`src/rtl/scan_seq_pkg.sv`:
```
// ============================================================================
// Module      : scan_seq_pkg
// Description : Shared types, widths and digit-search helper for the scan
//               sequencer.
// Revision    : 1.0 - initial release
// ============================================================================
`default_nettype none

package scan_seq_pkg;

    localparam int c_DIGIT_W    = 3;
    localparam int c_CNT_W      = 8;
    localparam int c_NUM_DIGITS = 8;

    typedef enum logic [1:0] {
        ST_IDLE  = 2'd0,
        ST_BLANK = 2'd1,
        ST_DRIVE = 2'd2,
        ST_DONE  = 2'd3
    } state_t;

    typedef struct packed {
        logic                 found;
        logic [c_DIGIT_W-1:0] digit;
    } digit_sel_t;

    // Lowest unmasked digit at or above 'from'; from = 8 always yields none.
    function automatic digit_sel_t next_unmasked(
        input logic [c_NUM_DIGITS-1:0] mask,
        input logic [c_DIGIT_W:0]      from
    );
        digit_sel_t sel;
        sel.found = 1'b0;
        sel.digit = '0;
        for (int i = c_NUM_DIGITS - 1; i >= 0; i--) begin
            if (!mask[i] && (i >= int'(from))) begin
                sel.found = 1'b1;
                sel.digit = c_DIGIT_W'(i);
            end
        end
        return sel;
    endfunction

endpackage

`default_nettype wire

```
`src/rtl/scan_dwell_timer.sv`:
```
// ============================================================================
// Module      : scan_dwell_timer
// Description : Loadable down-counter with terminal-count flag, shared by the
//               blanking and drive phases.
// Revision    : 1.0 - initial release
// ============================================================================
`default_nettype none

module scan_dwell_timer #(
    parameter int CNT_W = 8
) (
    input  logic             clk,
    input  logic             rst,
    input  logic             i_load,
    input  logic [CNT_W-1:0] i_load_val,
    input  logic             i_dec,
    output logic             o_tc
);

    logic [CNT_W-1:0] r_count;

    always_ff @(posedge clk) begin
        if (rst) begin
            r_count <= '0;
        end else if (i_load) begin
            r_count <= i_load_val;
        end else if (i_dec && (r_count != '0)) begin
            r_count <= r_count - 1'b1;
        end
    end

    assign o_tc = (r_count == '0);

endmodule

`default_nettype wire

```
`src/rtl/scan_sequencer.sv`:
```
// ============================================================================
// Module      : scan_sequencer
// Description : Multiplexed 8-digit scan sequencer driving a 3-to-8 decoder
//               with blanking, dwell, single-pass and continuous modes.
//               Optional digit skipping enabled by macro SCAN_SEQ_SKIP_EN.
// Revision    : 1.0 - initial release
// ============================================================================
`default_nettype none

module scan_sequencer
    import scan_seq_pkg::*;
#(
    parameter int DWELL_CYCLES = 16,
    parameter int BLANK_CYCLES = 2
) (
    input  logic       clk,
    input  logic       rst,
    input  logic       start,
    input  logic       stop,
    input  logic       cont,
`ifdef SCAN_SEQ_SKIP_EN
    input  logic [7:0] skip_mask,
`endif
    output logic       A,
    output logic       B,
    output logic       C,
    output logic       en,
    output logic       busy,
    output logic       done,
    output logic       frame_wrap
);

    localparam logic [c_CNT_W-1:0] c_DWELL_LD = c_CNT_W'(DWELL_CYCLES - 1);
    localparam logic [c_CNT_W-1:0] c_BLANK_LD =
        c_CNT_W'((BLANK_CYCLES > 0) ? (BLANK_CYCLES - 1) : 0);
    // With no blanking, each digit is entered straight into its drive phase.
    localparam state_t             c_ENTER_ST = (BLANK_CYCLES > 0) ? ST_BLANK : ST_DRIVE;
    localparam logic [c_CNT_W-1:0] c_ENTER_LD = (BLANK_CYCLES > 0) ? c_BLANK_LD : c_DWELL_LD;

    state_t                     r_state;
    logic [c_DIGIT_W-1:0]       r_digit;
    logic                       r_cont;
    logic [c_DIGIT_W-1:0]       r_abc;
    logic                       r_en;
    logic                       r_busy;
    logic                       r_done;
    logic                       r_wrap;

    state_t                     w_state_nxt;
    logic [c_DIGIT_W-1:0]       w_digit_nxt;
    logic                       w_cont_nxt;
    logic                       w_load;
    logic [c_CNT_W-1:0]         w_load_val;
    logic                       w_dec;
    logic                       w_wrap;
    logic                       w_tc;
    logic [c_NUM_DIGITS-1:0]    w_mask;
    digit_sel_t                 w_first;
    digit_sel_t                 w_after;

`ifdef SCAN_SEQ_SKIP_EN
    assign w_mask = skip_mask;
`else
    assign w_mask = '0;
`endif

    assign w_first = next_unmasked(w_mask, '0);
    assign w_after = next_unmasked(w_mask, {1'b0, r_digit} + 4'd1);

    scan_dwell_timer #(
        .CNT_W      (c_CNT_W)
    ) u_timer (
        .clk        (clk),
        .rst        (rst),
        .i_load     (w_load),
        .i_load_val (w_load_val),
        .i_dec      (w_dec),
        .o_tc       (w_tc)
    );

    always_comb begin
        w_state_nxt = r_state;
        w_digit_nxt = r_digit;
        w_cont_nxt  = r_cont;
        w_load      = 1'b0;
        w_load_val  = c_ENTER_LD;
        w_dec       = 1'b0;
        w_wrap      = 1'b0;

        case (r_state)
            ST_IDLE: begin
                w_digit_nxt = '0;
                if (start) begin
                    w_cont_nxt = cont;
                    if (w_first.found) begin
                        w_state_nxt = c_ENTER_ST;
                        w_digit_nxt = w_first.digit;
                        w_load      = 1'b1;
                    end else if (!cont) begin
                        w_state_nxt = ST_DONE;
                    end
                end
            end
            ST_BLANK: begin
                if (w_tc) begin
                    w_state_nxt = ST_DRIVE;
                    w_load      = 1'b1;
                    w_load_val  = c_DWELL_LD;
                end else begin
                    w_dec = 1'b1;
                end
            end
            ST_DRIVE: begin
                if (!w_tc) begin
                    w_dec = 1'b1;
                end else if (w_after.found) begin
                    w_state_nxt = c_ENTER_ST;
                    w_digit_nxt = w_after.digit;
                    w_load      = 1'b1;
                end else if (r_cont && w_first.found) begin
                    w_state_nxt = c_ENTER_ST;
                    w_digit_nxt = w_first.digit;
                    w_load      = 1'b1;
                    w_wrap      = 1'b1;
                end else begin
                    // Mask may have changed mid-pass and left nothing to wrap to.
                    w_state_nxt = r_cont ? ST_IDLE : ST_DONE;
                    w_digit_nxt = '0;
                end
            end
            ST_DONE: begin
                w_state_nxt = ST_IDLE;
                w_digit_nxt = '0;
            end
            default: begin
                w_state_nxt = ST_IDLE;
                w_digit_nxt = '0;
            end
        endcase

        if (stop) begin
            w_state_nxt = ST_IDLE;
            w_digit_nxt = '0;
            w_cont_nxt  = 1'b0;
            w_load      = 1'b1;
            w_load_val  = '0;
            w_dec       = 1'b0;
            w_wrap      = 1'b0;
        end
    end

    // Outputs are registered from the next state so they align with it.
    always_ff @(posedge clk) begin
        if (rst) begin
            r_state <= ST_IDLE;
            r_digit <= '0;
            r_cont  <= 1'b0;
            r_abc   <= '0;
            r_en    <= 1'b0;
            r_busy  <= 1'b0;
            r_done  <= 1'b0;
            r_wrap  <= 1'b0;
        end else begin
            r_state <= w_state_nxt;
            r_digit <= w_digit_nxt;
            r_cont  <= w_cont_nxt;
            r_abc   <= ((w_state_nxt == ST_BLANK) || (w_state_nxt == ST_DRIVE)) ? w_digit_nxt : '0;
            r_en    <= (w_state_nxt == ST_DRIVE);
            r_busy  <= (w_state_nxt != ST_IDLE);
            r_done  <= (w_state_nxt == ST_DONE);
            r_wrap  <= w_wrap;
        end
    end

    assign A          = r_abc[2];
    assign B          = r_abc[1];
    assign C          = r_abc[0];
    assign en         = r_en;
    assign busy       = r_busy;
    assign done       = r_done;
    assign frame_wrap = r_wrap;

endmodule

`default_nettype wire

```
`config.mk`:
```
export PLATFORM = sky130hd
export DESIGN_NAME = scan_sequencer
export DESIGN_NICKNAME = d
export VERILOG_FILES = /design/src/rtl/scan_seq_pkg.sv /design/src/rtl/scan_dwell_timer.sv /design/src/rtl/scan_sequencer.sv
export SDC_FILE = /design/constraint.sdc
export NUM_CORES = 1
export LEC_CHECK = 0
export CAP_MARGIN = 30
export CORE_MARGIN = 2
export CORE_UTILIZATION = 59
export CTS_CLUSTER_DIAMETER = 40
export DETAILED_ROUTE_END_ITERATION = 10
export GPL_TIMING_DRIVEN = 1
export PLACE_DENSITY = 0.93
export REMOVE_ABC_BUFFERS = 1
export SLEW_MARGIN = 20
export SYNTH_ARGS = -nofsm -noshare
export SYNTH_HDL_FRONTEND = slang
export SYNTH_SLANG_ARGS = --single-unit
export TNS_END_PERCENT = 1
```
`constraint.sdc`:
```
create_clock -name clk -period 5.2 [get_ports clk]
set_clock_uncertainty 0.15 [all_clocks]
set_input_delay 0.78 -clock clk [delete_from_list [all_inputs] [get_ports clk]]
set_output_delay 0.78 -clock clk [all_outputs]
set_load 0.1 [all_outputs]
```
; ---- Yosys cells after proc, flatten, opt, wreduce, memory -nomap -nowiden
; Cells that the tools add are included.
[op_classes]
addsub = 2
n_mul = 0
div = 0
n_lt_le_gt_ge = 8
n_eq_ne = 6
shift = 0
n_mux = 34
bitwise = 3
reduce_logical = 13
[op_table]
columns = cell, count
row1 = 4-bit two-way mux, 9
row2 = 8-bit two-way mux, 4
row3 = 3-bit by 4-bit greater-or-equal comparator with 1-bit output (first input constant), 4
row4 = 2-bit two-way mux, 6
row5 = 1-bit two-way mux, 9
row6 = 3-bit two-way mux, 3
row7 = 2-bit == test (second input constant), 4
row8 = 1-bit by 4-bit greater-or-equal comparator with 1-bit output (first input constant), 2
row9 = 2-bit by 4-bit greater-or-equal comparator with 1-bit output (first input constant), 2
row10 = 8-bit zero test, 1
row11 = 2-bit one-hot mux with 4 select lines, 1
row12 = 8-bit nonzero test, 1
row13 = 2-bit OR reduction, 4
row14 = 8-bit by 1-bit subtractor with 8-bit output (second input constant), 1
row15 = 3-bit one-hot mux with 2 select lines, 1
row16 = 5-bit OR reduction, 1
row17 = 3-bit by 1-bit adder with 4-bit output (second input constant), 1
row18 = 2-bit by 1-bit == test with 1-bit output (second input constant), 2
row19 = 2-bit nonzero test, 2
row20 = 1-bit inverter, 3
row21 = 1-bit one-hot mux with 3 select lines, 1
row22 = 2-bit zero test, 1
row23 = 2-bit AND reduction, 1
row24 = 1-bit logical AND, 1
row25 = 1-bit logical OR, 1
[word_totals]
ff_bits = 21
latch_bits = 0
ramBits = 0
romBits = 0
mem_count = 0

; ---- Logic depth before layout (Yosys ltp)
[logic_depth]
word_depth = 18
ltp_mapped = 10

; ---- By module
; Synthesis repeated with hierarchy kept, for this count alone.
[hier_totals]
hier_cells = 139
hier_area_um2 = 1227.4
[modules_own_cells]
columns = mod, instances, cells_each, area_each_um2
row1 = scan_sequencer, 1, 80, 711.9
row2 = scan_dwell_timer, 1, 59, 515.5

; ---- Worst setup path before layout
; OpenSTA, ideal clock, no wires.
[synth_path]
path_type = reg2reg
start = register u_timer.r_count[0]
end = register r_abc[2]
arrival_ps = 2088
path_slack_ps = 2847
path_stages_with_launch = 10
n_path_buf = 1
path_cell_list = dfxtp_1 > inv_1 > ha_1 > nor3b_1 > nand2_2 > clkbuf_1 > a211o_1 > o211ai_1 > ha_1 > and2_1
[synth_between]
elab_chain_len = 8
[synth_lines]
columns = element, line
row1 = from (decl), scan_dwell_timer.sv:20  ; logic [CNT_W-1:0] r_count;
row2 = from (signal assigned), scan_dwell_timer.sv:26  ; r_count <= i_load_val;
row3 = from (signal assigned), scan_dwell_timer.sv:28  ; r_count <= r_count - 1'b1;
row4 = 8-bit zero test *, scan_dwell_timer.sv:32  ; assign o_tc = (r_count == '0);
row5 = "2-bit two-way mux, on equally long branches", "scan_sequencer.sv:114, scan_sequencer.sv:105"
row6 = 2-bit one-hot mux with 4 select lines, scan_sequencer.sv:90  ; case (r_state)
row7 = 2-bit two-way mux, scan_sequencer.sv:141  ; if (stop) begin
row8 = 2-bit by 1-bit == test with 1-bit output / 2-bit == test (equally long branches), scan_sequencer.sv:167  ; r_abc <= ((w_state_nxt == ST_BLANK) || (w_state_nxt == ST_DRIVE)) ? w_digit_nxt : '0;
row9 = 1-bit logical OR, scan_sequencer.sv:167
row10 = 1-bit inverter (no source line), --
row11 = 2-bit OR reduction (no source line), --
row12 = to (signal assigned), scan_sequencer.sv:167
row13 = to (decl), scan_sequencer.sv:43  ; logic [c_DIGIT_W-1:0] r_abc;
; Every way passes the cells marked *; elsewhere a longest branch is shown, timed or not.
; A chain may end at the register's enable or synchronous reset.

; ---- Worst setup path in the final report
[layout_path]
start = register u_timer.r_count[0]
end = register u_timer.r_count[5]
[layout_between]
elab_chain_len = 6
[layout_lines]
columns = element
row1 = branches (longest 6 deep; another with 8-bit by 1-bit subtractor with 8-bit output)
; Parallel ways; which one is timed is not known. The select of a mux whose other input is x is not followed.

==> reports/summary.txt <==
WS Path Type - flip-flop to flip-flop
Leak - 0.529 nW
drt initial violations - 41
clk root buf - clkbuf_4
# IOs - 12
setup slack after layout - 2350 ps
fin nets - 156
Initial DRT Pass Iterations - 4
synth unique cells - 40
Clock Path Buffers - 2
dpl hpwl - 1850 microns
syn avg cell area - 8.87 sq um
Yosys warning count - 0
fin util - 0.724
Design Area, Final - 1290 sq um
vias in the first global route - 918
final antenna-violating net count - 0
H-tree Lvls - 1
crit share post-route - 0.548
arrival time at the worst endpoint - 2930 ps
Worst-path clk slew - 110 ps
post-synth top area cell - dfxtp_1
post-cts resize count - 0
crit end category - flip-flop
dpl ws - 2380 ps
switching power - 0.116 mW
Wirelength per Cell - 15.1 microns
total gr overflow - 0
Post-CTS Setup Bufs - 0
number of diodes - 0
IO Port Bufs - 11
via count - 993
Post-Place Cell Area - 1260 sq um
CTS Buf Count - 3
placed insts - 160
filler cell count - 132
DIE AREA - 2310 sq um
Starting Density - 0.641
Syn Inst Count - 129
Synth-to-Final Area Change - 12.9%
Worst-Skew Late Latency - 300 ps
Synth top area share - 0.368
final slew viol count - 0
Site Rows - 15
power share of the clock group - 0.216
worst vdd ir - 0.000213 V
Final min period - 2850 ps
max-cap violations - 0
Sequential Power Share - 0.500
run status - completed
global-route wire length before repair - 4060 microns
HP Class - flip-flop to flip-flop
final WL - 2480 microns
global-route usage over all layers - 0.257
switching share of power - 0.332
Multi-input gate area - 658 sq um
DR DRC count - 0
core footprint - 1780 sq um
chip width - 48.0 microns
share of cells above drive strength 1 - 0.0647
drt via density - 6.05
Vert. Die Dim - 48.0 microns
total power - 0.351 mW
largest net degree at the start of global routing - 19
sequential share of the synthesized area - 0.368
CTS Hold Bufs - 0
CP startpoint kind - flip-flop
CTS tree - built
Synth Cell Area - 1140 sq um
Final Hold Slack - 311 ps
Worst EP required - 5290 ps
FMAX - 351 MHz
RSZ-0062 raised after global routing - false
setup violators final - 0
combinational group share of total power - 0.285
Pint - 0.234 mW
Final Hold Viols - 0
largest cells by area after synthesis - dfxtp_1, ha_1, a21oi_1
register area - 420 sq um
Slew headroom - 0.337
initial antenna violation count - 0
Least-Margin Pin Slew - 991 ps
fin cells - 164
Setup Total Neg Slack - 0 ps
maximum fanout along the worst path - 18
Placer Congestion - 0.875
CTS Sinks - 21
power per cell area - 271 nW/um^2
post-synthesis register bit count - 21
kinds of logic (layout without fill, tap and decap cells):
family | Yosys count | after routing | share of synthesized area
xor+xnor | 1 | 1 | 0.00766
simple gates | 45 | 45 | 0.228
fa+ha+maj | 11 | 11 | 0.120
mux | 4 | 4 | 0.0350
compound gates | 30 | 30 | 0.185
buf+inv | 17 | 27 | 0.0569
flops | 21 | 21 | 0.368
Yosys cell counts:
master     instances
mux2i_1            4
o311ai_1           1
o31a_1             1
o22ai_1            1
nor4_4             1
or2_2              2
o21a_1             2
xnor2_1            1
nand2_2            1
nand2_1            7
buf_2              1
nand3_1            8
nor3b_1            2
dfxtp_1           21
nand4b_1           1
o211ai_1           2
clkbuf_1           4
a211o_1            1
and2_1             1
nor2_1             8
nor3_1             2
a21o_1             2
inv_1             12
o311ai_0           1
and4_1             1
a31oi_1            1
o21ai_1            1
a41oi_1            1
nand3b_1           4
nor2b_1            2
or4_1              1
nand2b_1           1
nor4_1             3
a211oi_1           1
a2111oi_2          1
o221a_2            1
a311oi_1           1
a21oi_1           11
a21boi_0           1
ha_1              11
cells in the final DEF (no fill, tap or decap), types with 2 or more instances in the layout:
cell / netlist / routed
nor3b_1: 2 / 2
or2_2: 2 / 2
inv_1: 12 / 12
nor3_1: 2 / 2
ha_1: 11 / 11
dfxtp_1: 21 / 21
mux2i_1: 4 / 4
o21a_1: 2 / 2
nand3b_1: 4 / 4
a21o_1: 2 / 2
nand3_1: 8 / 8
nor2_1: 8 / 8
nor2b_1: 2 / 2
clkbuf_4: 0 / 3
nor4_1: 3 / 3
clkdlybuf4s50_1: 0 / 11
o211ai_1: 2 / 2
a21oi_1: 11 / 11
nand2_1: 7 / 7
layout make-up:
cell class | count | share of cell area
multi-input combinational | 91 | 0.510
sequential | 21 | 0.326
inverter | 12 | 0.0349
tap | 25 | 0.0242
timing repair buffer | 11 | 0.0853
clock buffer | 4 | 0.0203
flip-flops by register name (all words and copies together) (netlist names):
name	count
r_state	2
frame_wrap	1
r_cont	1
r_digit	3
en	1
r_abc	3
busy	1
u_timer.r_count	8
done	1
power groups by stage:
stage                     Clock [mW]  Sequential [mW]  Combinational (mW)
final                         0.0756            0.175              0.0999
after floorplan                    0            0.184              0.0678
after global placement             0            0.178              0.0928
after detailed placement           0            0.179              0.0969
after CTS                     0.0792            0.175              0.0985
after global routing          0.0830            0.176               0.109
per-layer routing:
layer	global-route usage	wire length [microns]	up-vias
li1	-	-	481
met1	0.314	1070	458
met2	0.440	1180	47
met3	0.0377	172	7
met4	0.124	59	0
met5	0	0	-
worst paths after layout:
path                        endpoint  slack, ps                from  cells past startpoint
setup / recovery  u_timer.r_count[5]       2350  u_timer.r_count[0]                      7
hold / removal            frame_wrap        310              r_cont                      2
setup reg to reg  u_timer.r_count[5]       2350  u_timer.r_count[0]                      7
hold reg to reg           frame_wrap        310              r_cont                      2
critical path: stages (launching register included):
cell and delay, ps:
dfxtp_1 340, inv_1 90, ha_1 200, nor3b_1 510, nand2_2 290, o31a_1 550
a2111oi_2 420, mux2i_1 230
No activity file was read; power rests on OpenSTA's default activity.
